`config.mk`:
```
export PLATFORM = sky130hd
export DESIGN_NAME = pixel_mem_arbiter
export DESIGN_NICKNAME = d
export VERILOG_FILES = /design/src/rtl/pixel_mem_arbiter.sv
export SDC_FILE = /design/constraint.sdc
export NUM_CORES = 1
export LEC_CHECK = 0
export CAP_MARGIN = 20
export CORE_MARGIN = 4
export CORE_UTILIZATION = 50
export DETAILED_ROUTE_END_ITERATION = 12
export PLACE_DENSITY = 0.94
export SLEW_MARGIN = 20
export SYNTH_ARGS = -nofsm -noshare
export SYNTH_HDL_FRONTEND = slang
export SYNTH_SLANG_ARGS = --single-unit
```
`constraint.sdc`:
```
create_clock -name clk_i -period 2.45 [get_ports clk_i]
set_input_delay 0.245 -clock clk_i [delete_from_list [all_inputs] [get_ports clk_i]]
set_output_delay 0.245 -clock clk_i [all_outputs]
set_load 0.03 [all_outputs]
```
`src/rtl/pixel_mem_arbiter.sv`:
```
`default_nettype none
// ============================================================================
// Module      : pixel_mem_arbiter
// Description : Shares a single-port, 1-cycle-latency pixel memory between
//               the display fetch path (absolute priority, timed from the
//               raster counters with 3-cycle lookahead) and a write requester
//               that takes every remaining cycle. A 160x120 framebuffer is
//               shown at 4x scale on a 640x480 raster.
// Revision    : 1.0 - initial release
// ============================================================================
module pixel_mem_arbiter #(
    parameter int H_ACTIVE = 640,
    parameter int H_TOTAL  = 800,
    parameter int V_ACTIVE = 480,
    parameter int V_TOTAL  = 525,
    parameter int FB_W     = 160,
    parameter int ADDR_W   = 15
) (
    input  logic              clk_i,
    input  logic              rst_i,
    input  logic [9:0]        x_i,
    input  logic [9:0]        y_i,
    input  logic              wr_req_i,
    input  logic [ADDR_W-1:0] wr_addr_i,
    input  logic [2:0]        wr_data_i,
    output logic              wr_ack_o,
    output logic              wr_err_o,
    output logic              mem_en_o,
    output logic              mem_we_o,
    output logic [ADDR_W-1:0] mem_addr_o,
    output logic [2:0]        mem_wdata_o,
    input  logic [2:0]        mem_rdata_i,
    output logic [2:0]        rgb_o
);

    localparam int                FB_DEPTH = FB_W * V_ACTIVE / 4;
    localparam logic [10:0]       HTOT_11  = 11'(H_TOTAL);
    localparam logic [10:0]       HACT_11  = 11'(H_ACTIVE);
    localparam logic [9:0]        HACT_10  = 10'(H_ACTIVE);
    localparam logic [9:0]        VACT_10  = 10'(V_ACTIVE);
    localparam logic [9:0]        VLAST_10 = 10'(V_TOTAL - 1);
    localparam logic [ADDR_W-1:0] DEPTH_A  = ADDR_W'(FB_DEPTH);

    // Per-cycle ownership of the memory port; DISP always beats WR.
    typedef enum logic [1:0] {
        S_IDLE = 2'd0,
        S_DISP = 2'd1,
        S_WR   = 2'd2
    } state_t;

    state_t            state;
    logic              rd_pend;
    logic [2:0]        pix;

    logic [10:0]       x_plus3;
    logic              wrap_line;
    logic [10:0]       fx;
    logic [9:0]        fy;
    logic              disp_slot;
    logic [ADDR_W-1:0] row;
    logic [ADDR_W-1:0] col;
    logic [ADDR_W-1:0] disp_addr;
    logic              wr_grant;
    logic              wr_oob;

    // Fetch coordinates three pixels ahead, wrapping across line and frame.
    always_comb begin
        x_plus3   = {1'b0, x_i} + 11'd3;
        wrap_line = (x_plus3 >= HTOT_11);
        fx        = wrap_line ? (x_plus3 - HTOT_11) : x_plus3;
        if (!wrap_line) begin
            fy = y_i;
        end else if (y_i == VLAST_10) begin
            fy = 10'd0;
        end else begin
            fy = y_i + 10'd1;
        end
    end

    // Slot test and block address; row*160 is built as row*128 + row*32.
    always_comb begin
        disp_slot = (fx < HACT_11) && (fy < VACT_10) && (fx[1:0] == 2'b00);
        row       = ADDR_W'(fy[9:2]);
        col       = ADDR_W'(fx[9:2]);
        disp_addr = (row << 7) + (row << 5) + col;
        wr_grant  = wr_req_i && !disp_slot && !wr_ack_o;
        wr_oob    = (wr_addr_i >= DEPTH_A);
    end

    // Arbitration FSM: decision in cycle t drives the command registers in t+1.
    always_ff @(posedge clk_i or negedge rst_i) begin
        if (!rst_i) begin
            state       <= S_IDLE;
            rd_pend     <= 1'b0;
            wr_ack_o    <= 1'b0;
            wr_err_o    <= 1'b0;
            mem_en_o    <= 1'b0;
            mem_we_o    <= 1'b0;
            mem_addr_o  <= '0;
            mem_wdata_o <= 3'd0;
        end else begin
            // Read data returns the cycle after a display read is on the port.
            rd_pend <= (state == S_DISP);
            if (disp_slot) begin
                state      <= S_DISP;
                wr_ack_o   <= 1'b0;
                wr_err_o   <= 1'b0;
                mem_en_o   <= 1'b1;
                mem_we_o   <= 1'b0;
                mem_addr_o <= disp_addr;
            end else if (wr_grant) begin
                wr_ack_o <= 1'b1;
                wr_err_o <= wr_oob;
                if (wr_oob) begin
                    // Consume the request without touching memory.
                    state    <= S_IDLE;
                    mem_en_o <= 1'b0;
                    mem_we_o <= 1'b0;
                end else begin
                    state       <= S_WR;
                    mem_en_o    <= 1'b1;
                    mem_we_o    <= 1'b1;
                    mem_addr_o  <= wr_addr_i;
                    mem_wdata_o <= wr_data_i;
                end
            end else begin
                state    <= S_IDLE;
                wr_ack_o <= 1'b0;
                wr_err_o <= 1'b0;
                mem_en_o <= 1'b0;
                mem_we_o <= 1'b0;
            end
        end
    end

    // Pixel register captures returned read data and holds it for the block.
    always_ff @(posedge clk_i or negedge rst_i) begin
        if (!rst_i) begin
            pix <= 3'd0;
        end else if (rd_pend) begin
            pix <= mem_rdata_i;
        end
    end

    assign rgb_o = ((x_i < HACT_10) && (y_i < VACT_10)) ? pix : 3'd0;

endmodule
`default_nettype wire

```
==> summary.txt <==
Outcome
  – Run status: finished, violations left
  – Failing checks: setup timing

Routing
  – DRC violation total after the first TritonRoute iteration: 427
  – Mean routed wirelength per cell: 28.7 um
  – Total wire length: 12600 um
  – Drt drc: 0
  – Antenna-violating nets left: 0
  – DRT Pass-1 Iters: 5
  – Vias per inst: 6.74
  – Number of vias after detailed routing: 2960

CTS
  – Worst-path clk slew: 0.10 ns
  – Buffers from clock root to sink, at most: 2
  – Skew-Pair Late Insertion Delay: 0.28 ns
  – CTS Sinks: 27
  – Master cell of the clock root buffer: sky130_fd_sc_hd__clkbuf_8
  – Count of hold buffers inserted by post-cts repair: 0
  – TritonCTS clock tree: yes
  – H-tree depth: 1
  – Number of buffers created by CTS: 3

Run
  – Number of violations of the max-capacitance limit: 0

Global route
  – Gr usage total: 36.1%
  – Total global routing overflow: 0
  – Wire length of the first global-routing pass: 15000 um
  – Maximum number of pins on one net before global-route repair: 28
  – Number of global-route vias before repair: 2825
  – Number of antenna violations at the first check in global routing: 0

Timing
  – Final Hold Viols: 0
  – Tightest slew margin relative to the limit: 65.3%
  – Setup skew after layout: 0.00654 ns
  – Worst Tran Pin Value: 0.517 ns
  – Number of endpoints failing setup at the final stage: 25
  – Period Utilization, post-route: 177%
  – Highest attainable clock frequency: 231 MHz
  – Final total negative setup slack: -16.39 ns
  – Time the final worst path needs with I/O delays and setup: 4.33 ns
  – Final number of max-transition violations: 0
  – Unrepaired setup endpoints after global routing: yes
  – Final Worst Setup Slack: -1.88 ns

Die
  – Initial core utilization: 51.6%
  – Placeable core region: 0.00435 mm^2
  – Overall die width: 75.0 um
  – I/O pins: 69
  – Std cell rows: 24
  – Die Footprint: 0.00563 mm^2
  – Vertical extent of the die: 75.0 um

Synth
  – Proportion of netlist area held by the largest area contributor: 30.1%
  – Total standard cell area after synthesis: 0.00225 mm^2
  – Net count of the mapped netlist: 283
  – Gate Count Post-Synth: 221
  – Most numerous cell in the Yosys netlist: sky130_fd_sc_hd__dfrtp_1
  – Flop and latch count out of synthesis: 27
  – Leading cell types by count after synthesis: 27 x sky130_fd_sc_hd__dfrtp_1, 24 x sky130_fd_sc_hd__mux2i_1, 16 x sky130_fd_sc_hd__ha_1
  – Mean instance size in the synthesized netlist: 10.2 um^2
  – Async set or reset register ratio after synthesis: 100%
  – Ys Warns: 0
  – Predominant post-synthesis flop cell: sky130_fd_sc_hd__dfrtp_1
  – Distinct cell type count of the synthesized netlist: 54
  – Share of the yosys chip area belonging to registers: 30.1%
  – Post-synthesis cell type with the largest combined area: sky130_fd_sc_hd__dfrtp_1
  – Number of enable flip-flop cells after synthesis: 0
  – Cells taking the most area after synthesis: sky130_fd_sc_hd__dfrtp_1 30%, sky130_fd_sc_hd__mux2i_1 11%, sky130_fd_sc_hd__ha_1 8.9%

Cells and area
  – Share of the core filled with cells in the final layout: 94.1%
  – Post-Layout Cell Count: 439
  – Total area of multi-input combinational cells: 0.00181 mm^2
  – Filler cell count: 117
  – Flip-flop and latch area: 676 um^2
  – Post-layout net count: 450
  – Antenna diodes: 0
  – Fraction of final layout cells sized beyond drive strength 1: 45.2%
  – Area grow syn2layout: 82.5%

Critical path
  – Biggest fanout along the worst timing path: 7
  – Worst R2R Setup Slack: 0.56 ns
  – Crit path DAT: 4.49 ns
  – Type of the worst setup path: primary input to flop
  – Required time worst endpoint: 2.60 ns
  – Endpoint class of the critical path: flop
  – Launching element type of the critical path: primary input

Power
  – Cell area power density: 528 mW/mm^2
  – PnR Total Power: 2.16 mW
  – Proportion of power drawn by combinational gates: 58.2%
  – Total net switching power: 0.909 mW
  – Clock group share of total power: 12.1%
  – Sequential cell fraction of total power: 29.6%
  – Standby leakage power: 1.83 nW
  – Int Power: 1.25 mW
  – Proportion of total power due to net switching: 42.0%
  – IR drop worst, VDD: 0.460 mV

Placement
  – Gpl congestion: 0.917
  – Pre-CTS WS: -2.39 ns
  – Count of port buffers added during placement: 68
  – Dpl cells: 411
  – Post-DP HPWL: 5810 um

Worst hold path
  – Path category of the worst min-delay check: primary input to flop
-- area by class of cell --
| type | count | share of cell area, % |
|---|---|---|
| Clock buffer | 3 | 1.01 |
| Clock inverter | 1 | 0.122 |
| Inverter | 9 | 0.824 |
| Multi-Input combinational cell | 180 | 44.2 |
| Sequential cell | 27 | 16.5 |
| Tap cell | 52 | 1.59 |
| Timing Repair Buffer | 167 | 35.8 |
-- per-layer routing --
layer  part of all wire, %  up-vias  GRT usage, %
met3                    15       94          9.61
met1                    34     1385          41.3
li1                      -     1157             -
met2                    45      324          62.5
met4                   6.8        0          16.4
met5                     0        -             0
-- cells by family (layout without fill, tap and decap cells) --
logic type                 Yosys count  count (layout)  share of synthesized area, %
AOI/OAI and AO/OA                   44              44                          16.2
xor gates and xnor gates            17              17                          6.63
adders and majority gates           18              18                          10.7
buffers and inverters               14             180                          2.90
DFF                                 27              27                          30.1
muxes                               37              37                          17.2
and+or+nand+nor                     64              64                          16.3
-- registers in the layout (all words and copies together), names as in the netlist --
name and cells:
mem_wdata_o 3, pix 3, mem_addr_o 15, wr_ack_o 1, wr_err_o 1, rd_pend 1, mem_we_o 1, state 1
mem_en_o 1
-- what timing repair did --
action                     in CTS  in global routing
pin swaps                      26                 28
setup endpoints to repair      23                 26
setup buffers                  14                 13
cloned                          0                  0
hold endpoints to repair        0                  0
gates resized for setup        63                 35
-- critical path, cell delays in order --
cell and delay [ns]:
sky130_fd_sc_hd__buf_8 0.11, sky130_fd_sc_hd__o2111ai_4 0.22, sky130_fd_sc_hd__nor2_4 0.08, sky130_fd_sc_hd__xnor2_2 0.14
sky130_fd_sc_hd__ha_2 0.20, sky130_fd_sc_hd__o41ai_4 0.39, sky130_fd_sc_hd__o211ai_4 0.19, sky130_fd_sc_hd__buf_4 0.19
sky130_fd_sc_hd__o31ai_4 0.27, sky130_fd_sc_hd__inv_1 0.13, sky130_fd_sc_hd__fa_1 0.56, sky130_fd_sc_hd__inv_2 0.06
sky130_fd_sc_hd__fa_2 0.41, sky130_fd_sc_hd__a21o_1 0.20, sky130_fd_sc_hd__a221o_1 0.34, sky130_fd_sc_hd__o21ai_2 0.20
sky130_fd_sc_hd__nand2b_1 0.13, sky130_fd_sc_hd__a21oi_2 0.16, sky130_fd_sc_hd__xor2_1 0.15, sky130_fd_sc_hd__mux2i_1 0.10
-- per-stage QoR --
| step | area (um^2) | hold WS (ns) |
|---|---|---|
| 2_1_floorplan | 2310 | -0.0506 |
| 3_3_place_gp | 3580 | 0.416 |
| 3_5_place_dp | 3580 | 0.469 |
| 4_1_cts | 3880 | 0.343 |
| 5_1_grt | 4100 | 0.290 |
| 6_report | 4100 | 0.301 |
-- path summary, 6_finish.rpt --
kind,startpoint,endpoint,cells past startpoint
worst max register to register,wr_ack_o$_DFF_PN0_,mem_addr_o[14]$_DFFE_PN0P_,5
worst min register to register,mem_we_o$_DFF_PN0_,rd_pend$_DFF_PN0_,1
max in group asynchronous,rst_i,mem_addr_o[2]$_DFFE_PN0P_,2
worst min-delay path,x_i[2],mem_addr_o[0]$_DFFE_PN0P_,3
worst max-delay path,x_i[1],mem_addr_o[14]$_DFFE_PN0P_,20
min in group asynchronous,rst_i,wr_ack_o$_DFF_PN0_,2
-- power by group through the flow --
stage | combinational, mW | clock [mW] | sequential, mW
6_report | 1.26 | 0.262 | 0.641
5_1_grt | 1.30 | 0.275 | 0.643
4_1_cts | 1.07 | 0.260 | 0.610
3_5_place_dp | 0.990 | 0 | 0.618
3_3_place_gp | 0.942 | 0 | 0.599
2_1_floorplan | 0.335 | 0 | 0.779
-- placed cells by master, fill, tap and decap left out, types with 3 or more instances in the layout --
cell type and n:
sky130_fd_sc_hd__xnor2_2 4, sky130_fd_sc_hd__a21oi_1 5, sky130_fd_sc_hd__and3_1 4, sky130_fd_sc_hd__nor2b_1 4, sky130_fd_sc_hd__nor2_4 4, sky130_fd_sc_hd__or2_4 3, sky130_fd_sc_hd__mux2_2 7, sky130_fd_sc_hd__nor2_1 8
sky130_fd_sc_hd__xnor2_1 5, sky130_fd_sc_hd__and2_1 5, sky130_fd_sc_hd__ha_1 13, sky130_fd_sc_hd__inv_1 5, sky130_fd_sc_hd__inv_2 4, sky130_fd_sc_hd__nand2_1 8, sky130_fd_sc_hd__nand3_1 5, sky130_fd_sc_hd__a21o_1 3
sky130_fd_sc_hd__buf_4 94, sky130_fd_sc_hd__o21ai_0 4, sky130_fd_sc_hd__o21ai_2 3, sky130_fd_sc_hd__dfrtp_1 27, sky130_fd_sc_hd__o31ai_4 4, sky130_fd_sc_hd__a21oi_2 3, sky130_fd_sc_hd__buf_6 10, sky130_fd_sc_hd__mux2_4 6
sky130_fd_sc_hd__clkdlybuf4s50_1 58, sky130_fd_sc_hd__clkbuf_8 3, sky130_fd_sc_hd__xor2_1 7, sky130_fd_sc_hd__mux2i_1 22
(Power assumes the default switching activity.)
